File: src/rtl/vanilla_decode_queue_pkg.sv
// Shared vanilla-core definitions for the decode queue: instruction layout,
// decode record, queue entry and opcode/funct constants.
package vanilla_decode_queue_pkg;

    localparam int pc_max_width_gp = 32;

    localparam logic [6:0] op_lui_c      = 7'b0110111;
    localparam logic [6:0] op_auipc_c    = 7'b0010111;
    localparam logic [6:0] op_jal_c      = 7'b1101111;
    localparam logic [6:0] op_jalr_c     = 7'b1100111;
    localparam logic [6:0] op_branch_c   = 7'b1100011;
    localparam logic [6:0] op_load_c     = 7'b0000011;
    localparam logic [6:0] op_store_c    = 7'b0100011;
    localparam logic [6:0] op_op_c       = 7'b0110011;
    localparam logic [6:0] op_op_imm_c   = 7'b0010011;
    localparam logic [6:0] op_amo_c      = 7'b0101111;
    localparam logic [6:0] op_misc_mem_c = 7'b0001111;
    localparam logic [6:0] op_load_fp_c  = 7'b0000111;
    localparam logic [6:0] op_store_fp_c = 7'b0100111;
    localparam logic [6:0] op_op_fp_c    = 7'b1010011;
    localparam logic [6:0] op_system_c   = 7'b1110011;

    localparam logic [2:0] funct3_fence_c   = 3'b000;
    localparam logic [2:0] funct3_fence_i_c = 3'b001;
    localparam logic [4:0] amo_swap_funct5_c = 5'b00001;
    localparam logic [4:0] amo_lr_funct5_c   = 5'b00010;

    typedef struct packed {
        logic [6:0] funct7;
        logic [4:0] rs2;
        logic [4:0] rs1;
        logic [2:0] funct3;
        logic [4:0] rd;
        logic [6:0] op;
    } instruction_s;

    typedef struct packed {
        logic op_writes_rf;
        logic op_reads_rf1;
        logic op_reads_rf2;
        logic is_load_op;
        logic is_store_op;
        logic is_mem_op;
        logic is_branch_op;
        logic is_jal_op;
        logic is_jalr_op;
        logic is_amo_op;
        logic op_is_load_reservation;
        logic op_is_lr_acq;
        logic is_fence_op;
        logic is_fence_i_op;
        logic is_fp_op;
        logic is_illegal;
    } decode_s;

    typedef struct packed {
        decode_s                     decode;
        logic [31:0]                 instr;
        logic [pc_max_width_gp-1:0]  pc;
    } decode_queue_entry_s;

endpackage

File: src/rtl/vanilla_decode_core.sv
// Combinational instruction decoder producing a decode_s record; FP and CSR
// opcodes decode only when fpu_en_p is set, otherwise they are flagged illegal.
module vanilla_decode_core
    import vanilla_decode_queue_pkg::*;
#(
    parameter int fpu_en_p = 0
) (
    input  instruction_s instr_i,
    output decode_s      decode_o
);

    logic [4:0] funct5_s;
    logic       unused_s;

    assign funct5_s = instr_i.funct7[6:2];
    assign unused_s = ^{instr_i.rd, instr_i.rs1, instr_i.rs2};

    // Opcode classification; illegal encodings leave every other field clear.
    always_comb begin
        decode_o = '0;
        case (instr_i.op)
            op_lui_c, op_auipc_c: decode_o.op_writes_rf = 1'b1;
            op_jal_c: begin
                decode_o.op_writes_rf = 1'b1;
                decode_o.is_jal_op    = 1'b1;
            end
            op_jalr_c: begin
                decode_o.op_writes_rf = 1'b1;
                decode_o.op_reads_rf1 = 1'b1;
                decode_o.is_jalr_op   = 1'b1;
            end
            op_branch_c: begin
                decode_o.op_reads_rf1 = 1'b1;
                decode_o.op_reads_rf2 = 1'b1;
                decode_o.is_branch_op = 1'b1;
            end
            op_load_c: begin
                decode_o.op_writes_rf = 1'b1;
                decode_o.op_reads_rf1 = 1'b1;
                decode_o.is_load_op   = 1'b1;
                decode_o.is_mem_op    = 1'b1;
            end
            op_store_c: begin
                decode_o.op_reads_rf1 = 1'b1;
                decode_o.op_reads_rf2 = 1'b1;
                decode_o.is_store_op  = 1'b1;
                decode_o.is_mem_op    = 1'b1;
            end
            op_op_c: begin
                decode_o.op_writes_rf = 1'b1;
                decode_o.op_reads_rf1 = 1'b1;
                decode_o.op_reads_rf2 = 1'b1;
            end
            op_op_imm_c: begin
                decode_o.op_writes_rf = 1'b1;
                decode_o.op_reads_rf1 = 1'b1;
            end
            op_amo_c: begin
                decode_o.op_writes_rf = 1'b1;
                decode_o.op_reads_rf1 = 1'b1;
                decode_o.is_mem_op    = 1'b1;
                // LR has no rs2 operand; aq sits in funct7[1].
                if (funct5_s == amo_lr_funct5_c) begin
                    decode_o.op_is_load_reservation = 1'b1;
                    decode_o.is_load_op             = 1'b1;
                    decode_o.op_is_lr_acq           = instr_i.funct7[1];
                end else begin
                    decode_o.op_reads_rf2 = 1'b1;
                    decode_o.is_amo_op    = (funct5_s == amo_swap_funct5_c);
                end
            end
            op_misc_mem_c: begin
                if (instr_i.funct3 == funct3_fence_c) begin
                    decode_o.is_fence_op = 1'b1;
                end else if (instr_i.funct3 == funct3_fence_i_c) begin
                    decode_o.is_fence_i_op = 1'b1;
                end else begin
                    decode_o.is_illegal = 1'b1;
                end
            end
            op_load_fp_c, op_store_fp_c: begin
                if (fpu_en_p != 0) begin
                    decode_o.op_reads_rf1 = 1'b1;
                    decode_o.is_load_op   = (instr_i.op == op_load_fp_c);
                    decode_o.is_store_op  = (instr_i.op == op_store_fp_c);
                    decode_o.is_mem_op    = 1'b1;
                    decode_o.is_fp_op     = 1'b1;
                end else begin
                    decode_o.is_illegal = 1'b1;
                end
            end
            op_op_fp_c: begin
                // Integer-side traffic only for moves, converts and compares.
                if (fpu_en_p != 0) begin
                    decode_o.is_fp_op     = 1'b1;
                    decode_o.op_reads_rf1 = instr_i.funct7 inside {7'b1111000, 7'b1101000};
                    decode_o.op_writes_rf = instr_i.funct7 inside {7'b1110000, 7'b1010000, 7'b1100000};
                end else begin
                    decode_o.is_illegal = 1'b1;
                end
            end
            op_system_c: begin
                if (fpu_en_p != 0) begin
                    decode_o.is_fp_op     = 1'b1;
                    decode_o.op_reads_rf1 = instr_i.funct3 inside {3'b001, 3'b010, 3'b011};
                    decode_o.op_writes_rf = (instr_i.funct3 != 3'b000);
                end else begin
                    decode_o.is_illegal = 1'b1;
                end
            end
            default: decode_o.is_illegal = 1'b1;
        endcase
    end

endmodule

File: src/rtl/vanilla_decode_queue_chk.sv
// Protocol checks for the decode queue handshake and occupancy bounds.
module vanilla_decode_queue_chk #(
    parameter int depth_p = 4,
    parameter int cnt_w_p = 3
) (
    input logic               clk_i,
    input logic               reset_n_i,
    input logic               v_i,
    input logic               yumi_i,
    input logic [cnt_w_p-1:0] count_i
);

    yumi_needs_valid_a: assert property (@(posedge clk_i) disable iff (!reset_n_i)
        yumi_i |-> v_i);

    count_in_range_a: assert property (@(posedge clk_i) disable iff (!reset_n_i)
        count_i <= cnt_w_p'(depth_p));

endmodule

File: src/rtl/vanilla_decode_queue.sv
// Registered decode stage: decodes at enqueue, buffers depth_p entries, and
// releases the head under valid/yumi with fence ordering against memory.
module vanilla_decode_queue
    import vanilla_decode_queue_pkg::*;
#(
    parameter int depth_p    = 4,
    parameter int pc_width_p = 22,
    parameter int fpu_en_p   = 0
) (
    input  logic                         clk_i,
    input  logic                         reset_n_i,
    input  logic                         v_i,
    input  logic [31:0]                  instr_i,
    input  logic [pc_width_p-1:0]        pc_i,
    output logic                         ready_o,
    output logic                         v_o,
    output decode_s                      decode_o,
    output logic                         illegal_o,
    output logic [31:0]                  instr_o,
    output logic [pc_width_p-1:0]        pc_o,
    input  logic                         yumi_i,
    input  logic                         flush_i,
    input  logic                         mem_busy_i,
    output logic [$clog2(depth_p+1)-1:0] count_o
);

    localparam int ptr_w_lp = $clog2(depth_p);
    localparam int cnt_w_lp = $clog2(depth_p + 1);
    localparam logic [cnt_w_lp-1:0] full_count_lp = cnt_w_lp'(depth_p);

    decode_queue_entry_s   mem_r [depth_p];
    logic [ptr_w_lp-1:0]   rd_ptr_r, wr_ptr_r;
    logic [cnt_w_lp-1:0]   count_r;

    instruction_s          instr_s;
    decode_s               dec_s;
    decode_queue_entry_s   head_s, new_entry_s;
    logic                  not_empty_s, enq_s, deq_s, unused_s;

    assign instr_s = instr_i;

    vanilla_decode_core #(.fpu_en_p(fpu_en_p)) core (
        .instr_i  (instr_s),
        .decode_o (dec_s)
    );

    assign new_entry_s = '{decode: dec_s, instr: instr_i, pc: pc_max_width_gp'(pc_i)};
    assign head_s      = mem_r[rd_ptr_r];
    assign not_empty_s = (count_r != {cnt_w_lp{1'b0}});

    // A fence waits at the head until outstanding memory traffic drains.
    assign ready_o = (count_r != full_count_lp);
    assign v_o     = not_empty_s & ~(head_s.decode.is_fence_op & mem_busy_i) & ~flush_i;
    assign enq_s   = v_i & ready_o & ~flush_i;
    assign deq_s   = yumi_i & v_o;

    assign decode_o  = head_s.decode;
    assign illegal_o = head_s.decode.is_illegal & not_empty_s;
    assign instr_o   = head_s.instr;
    assign pc_o      = head_s.pc[pc_width_p-1:0];
    assign count_o   = count_r;
    assign unused_s  = ^head_s.pc;

    // Entry storage, cleared on reset so an empty queue presents zeros.
    always_ff @(posedge clk_i or negedge reset_n_i) begin
        if (!reset_n_i) begin
            for (int i = 0; i < depth_p; i++) begin
                mem_r[i] <= '0;
            end
        end else if (enq_s) begin
            mem_r[wr_ptr_r] <= new_entry_s;
        end
    end

    // Pointer and occupancy update; flush wins over any enqueue or dequeue.
    always_ff @(posedge clk_i or negedge reset_n_i) begin
        if (!reset_n_i) begin
            rd_ptr_r <= '0;
            wr_ptr_r <= '0;
            count_r  <= '0;
        end else if (flush_i) begin
            rd_ptr_r <= '0;
            wr_ptr_r <= '0;
            count_r  <= '0;
        end else begin
            if (enq_s) begin
                wr_ptr_r <= wr_ptr_r + ptr_w_lp'(1);
            end
            if (deq_s) begin
                rd_ptr_r <= rd_ptr_r + ptr_w_lp'(1);
            end
            case ({enq_s, deq_s})
                2'b10:   count_r <= count_r + cnt_w_lp'(1);
                2'b01:   count_r <= count_r - cnt_w_lp'(1);
                default: count_r <= count_r;
            endcase
        end
    end

    vanilla_decode_queue_chk #(.depth_p(depth_p), .cnt_w_p(cnt_w_lp)) chk (
        .clk_i     (clk_i),
        .reset_n_i (reset_n_i),
        .v_i       (v_o),
        .yumi_i    (yumi_i),
        .count_i   (count_r)
    );

endmodule

File: config.mk
export PLATFORM = sky130hd
export DESIGN_NAME = vanilla_decode_queue
export DESIGN_NICKNAME = d
export VERILOG_FILES = /design/src/rtl/vanilla_decode_queue_pkg.sv /design/src/rtl/vanilla_decode_core.sv /design/src/rtl/vanilla_decode_queue_chk.sv /design/src/rtl/vanilla_decode_queue.sv
export SDC_FILE = /design/constraint.sdc
export NUM_CORES = 1
export LEC_CHECK = 0
export ABC_CLOCK_PERIOD_IN_PS = 3170
export CAP_MARGIN = 20
export CORE_ASPECT_RATIO = 0.5
export CORE_MARGIN = 2
export CORE_UTILIZATION = 50
export DETAILED_ROUTE_END_ITERATION = 10
export GPL_TIMING_DRIVEN = 0
export PLACE_DENSITY = 0.72
export SYNTH_ARGS = -nofsm -noshare
export SYNTH_HDL_FRONTEND = slang
export SYNTH_SLANG_ARGS = --single-unit
File: constraint.sdc
create_clock -name clk_i -period 3.17 [get_ports clk_i]
set_input_delay 0.634 -clock clk_i [delete_from_list [all_inputs] [get_ports clk_i]]
set_output_delay 0.634 -clock clk_i [all_outputs]
set_load 0.005 [all_outputs]
==> results.tsv <==
stage	metric	value	unit
run_status	status	finished clean	
synthesis	syn_nets	886	
synthesis	Post-synth EDFFs	0	
routing	Post-DRT Antenna Nets	0	
clocking	Worst-path clk slew	0.06	ns
routing	via count	7476	
routing	drt pass-1 iters	4	
floorplanning	Cell Rows	40	
synthesis	largest area contributor in the netlist	dfrtp_1	
synthesis	area of the mapped netlist	12400	um2
synthesis	FFs w/ async S/R, synth	100	%
synthesis	dominant synthesized flop cell	dfrtp_1	
timing	Worst Skew	0.00660	ns
synthesis	share of the synthesized area in the top cell type	56.9	%
timing	Final Max Slew Viols	0	
routing	DRC violations left	0	
floorplanning	overall die width	227	um
finish	area grow syn2layout	21.8	%
global_routing	largest net degree at the start of global routing	129	
timing	f_max	322	MHz
pwr	Lkg Pwr	6.55	nW
clocking	# clock sinks	283	
critical_path	Crit Path Class	flop to output port	
global_routing	initial antenna violation count	0	
synthesis	Yosys cell types	46	
timing	setup violators final	0	
synthesis	Post-Synthesis Cells	821	
clocking	CTS Buf Count	27	
critical_path	Crit. End Element	output port	
clocking	CTS Hold Buffers Added	0	
floorplanning	starting density of the core	51.4	%
placed_design	GPL Wtd Cong	0.800	
critical_path	Worst Reg-to-Reg Cells	10	
finish	Nets	1048	
hold_path	HP Class	input pin to asynchronous set/reset pin	
critical_path	Worst EP required	2.54	ns
critical_path	reg-to-reg critical path endpoint	count_o[2]$_DFFE_PN0P_	
floorplanning	Die H	116	um
critical_path	crit path to	v_o	
clocking	Worst-Skew Late Latency	0.53	ns
job	max_cap viols	0	
synthesis	Seq cells post-synth	283	
finish	ANT cells	0	
critical_path	worst endpoint data arrival time	2.47	ns
critical_path	CP max FO	8	
routing	final WL	27.8	mm
critical_path	R2R Path Start	rd_ptr_r[0]$_DFFE_PN0P_	
timing	Worst Slack Setup Final	0.0687	ns
timing	Fin. Hold Viols	0	
placed_design	post-DP HPWL	19.1	mm
timing	RSZ-0062 raised after global routing	no	
pwr	Worst VDD drop	0.371	mV
floorplanning	CORE AREA	24200	um2
timing	Tcrit/Tclk final	97.8	%
critical_path	CP Launch Point	rd_ptr_r[0]$_DFFE_PN0P_	
routing	vias per cell	5.60	
global_routing	Overflow after GRT	0	
placed_design	Buffers on Ports	132	
timing	Rel. slew slack	51.2	%
synthesis	most frequent cell after synthesis	dfrtp_1	
global_routing	GRT Total Usage	22.4	%
pwr	Power Dens Cells	746	nW/um2
timing	Period minus WS final	3.10	ns
clocking	CTS tree	yes	
synthesis	yosys warns	0	
placed_design	post-place setup slack	-0.277	ns
synthesis	syn avg cell area	15.2	um2
finish	Finished Core Util	62.6	%
critical_path	Worst R2R Setup Slack	0.42	ns
synthesis	sequential area share after synthesis	56.9	%
global_routing	number of global-route vias before repair	8112	
synthesis	most frequent cells after synthesis	dfrtp_1 (283), mux2_2 (175), mux4_2 (69)	
synthesis	most area-consuming cells after synthesis	dfrtp_1 (57%), mux2_2 (16%), mux4_2 (12%)	
critical_path	CP Launch Type	flop	
global_routing	first-pass GRT wire length	45.0	mm
routing	initial drt markers	376	
clocking	CTS max path bufs	3	
routing	WL per Instance	20.8	um
timing	actual slew at the worst max-slew pin	0.727	ns
floorplanning	Die ar.	26200	um2
clocking	Root Buffer	clkbuf_16	
clocking	CTS H-tree depth	1	
floorplanning	Ports	136	
finish	ratio of cells with drive above 1 in the final layout	33.7	%
[cells by family (layout without fill, tap and decap cells)]
group | count (synthesis) | in the layout | synth area share [%]
buffers and inverters | 62 | 241 | 2.21
multiplexers | 299 | 299 | 33.3
flip-flops | 283 | 283 | 56.9
other | 1 | 1 | 0.0301
XOR/XNOR | 4 | 4 | 0.282
adder cells (fa/ha/maj) | 5 | 5 | 0.563
AND/OR/NAND/NOR | 105 | 105 | 3.86
AO/OA/AOI/OAI | 62 | 62 | 2.86
[layer usage]
layer | global-route usage, % | up-vias | wire length, um
li1 | - | 3341 | -
met3 | 3.45 | 39 | 1280
met1 | 31.3 | 3940 | 12400
met2 | 37.9 | 156 | 13600
met4 | 4.88 | 0 | 509
met5 | 0 | - | 0
[registers in the layout (all words and copies together) (netlist names)]
register	flops
mem_r	276
count_o	3
rd_ptr_r	2
wr_ptr_r	2
[worst min-delay path by stage]
stage | start | end | slack [ns] | cells after the start
after floorplan | reset_n_i | count_o[0]$_DFFE_PN0P_ | 0.34 | 0
after global placement | mem_r[231]$_DFFE_PN0P_ | mem_r[231]$_DFFE_PN0P_ | 0.46 | 2
after detailed placement | mem_r[118]$_DFFE_PN0P_ | mem_r[118]$_DFFE_PN0P_ | 0.47 | 2
after CTS | reset_n_i | mem_r[200]$_DFFE_PN0P_ | 0.07 | 1
after global routing | reset_n_i | mem_r[200]$_DFFE_PN0P_ | 0.09 | 1
final | reset_n_i | mem_r[200]$_DFFE_PN0P_ | 0.04 | 1
[worst max-delay path, stage by stage, from the launching register on]
cell             delay, ns
dfrtp_1               0.34
buf_6                 0.15
mux4_2                0.57
a211oi_2              0.30
clkdlybuf4s50_1       0.57
[cell type report]
class,count,area [um2]
Inverter,4,15.0
Multi-Input combinational cell,476,5090
Clock inverter,10,78.8
Buffer,56,292
Tap cell,336,420
Timing Repair Buffer,135,1390
Clock buffer,36,790
Fill cell,1849,9060
Sequential cell,283,7080
[stage by stage]
stage	hold slack, ns	instances	area, um2	TNS [ns]	power (mW)
floorplan	0.338	821	12400	0	6.89
global placement	0.456	1289	14200	-2873.00	8.06
detailed placement	0.468	1291	14200	-2.07	8.22
CTS	0.0682	1337	15200	0	11.4
global route	0.0890	1336	15200	0	11.9
finish	0.0394	1336	15200	0	11.3
[cells in the final DEF (no fill, tap or decap), types with 2 or more instances in the layout]
| cell type | netlist | layout |
|---|---|---|
| mux4_2 | 69 | 69 |
| xnor2_1 | 3 | 3 |
| clkbuf_2 | 0 | 5 |
| or4_1 | 2 | 2 |
| nand3_1 | 6 | 6 |
| buf_4 | 1 | 3 |
| clkbuf_1 | 27 | 14 |
| inv_1 | 4 | 4 |
| nor2_1 | 12 | 12 |
| clkdlybuf4s50_1 | 0 | 131 |
| nor2b_1 | 2 | 2 |
| clkinv_2 | 0 | 8 |
| or3_1 | 2 | 2 |
| mux2i_1 | 2 | 2 |
| clkbuf_8 | 0 | 9 |
| mux2_1 | 53 | 53 |
| nor3_1 | 3 | 3 |
| dfrtp_1 | 283 | 282 |
| nor3b_1 | 2 | 2 |
| nand4_1 | 3 | 3 |
| nand2_1 | 61 | 61 |
| o21ai_1 | 3 | 3 |
| a31oi_1 | 2 | 2 |
| a21oi_1 | 4 | 4 |
| and2_1 | 3 | 3 |
| o21ai_0 | 46 | 46 |
| ha_1 | 4 | 4 |
| buf_2 | 25 | 25 |
| buf_1 | 4 | 4 |
| mux2_2 | 175 | 175 |
| clkbuf_16 | 0 | 27 |
| clkbuf_4 | 0 | 5 |
| buf_16 | 0 | 2 |
[power breakdown]
| group | internal, mW | leakage [nW] | switching (mW) |
|---|---|---|---|
| registers | 4.72 | 3.63 | 0.540 |
| clock network | 1.82 | 0.441 | 1.36 |
| logic | 1.90 | 2.48 | 0.964 |
| total | 8.44 | 6.55 | 2.86 |
[what timing repair did]
action,in CTS,in global routing
endpoints found under the setup margin,68,25
resized for setup,22,8
setup buffers,1,0
Note: power is estimated with default switching activity, not from simulation.
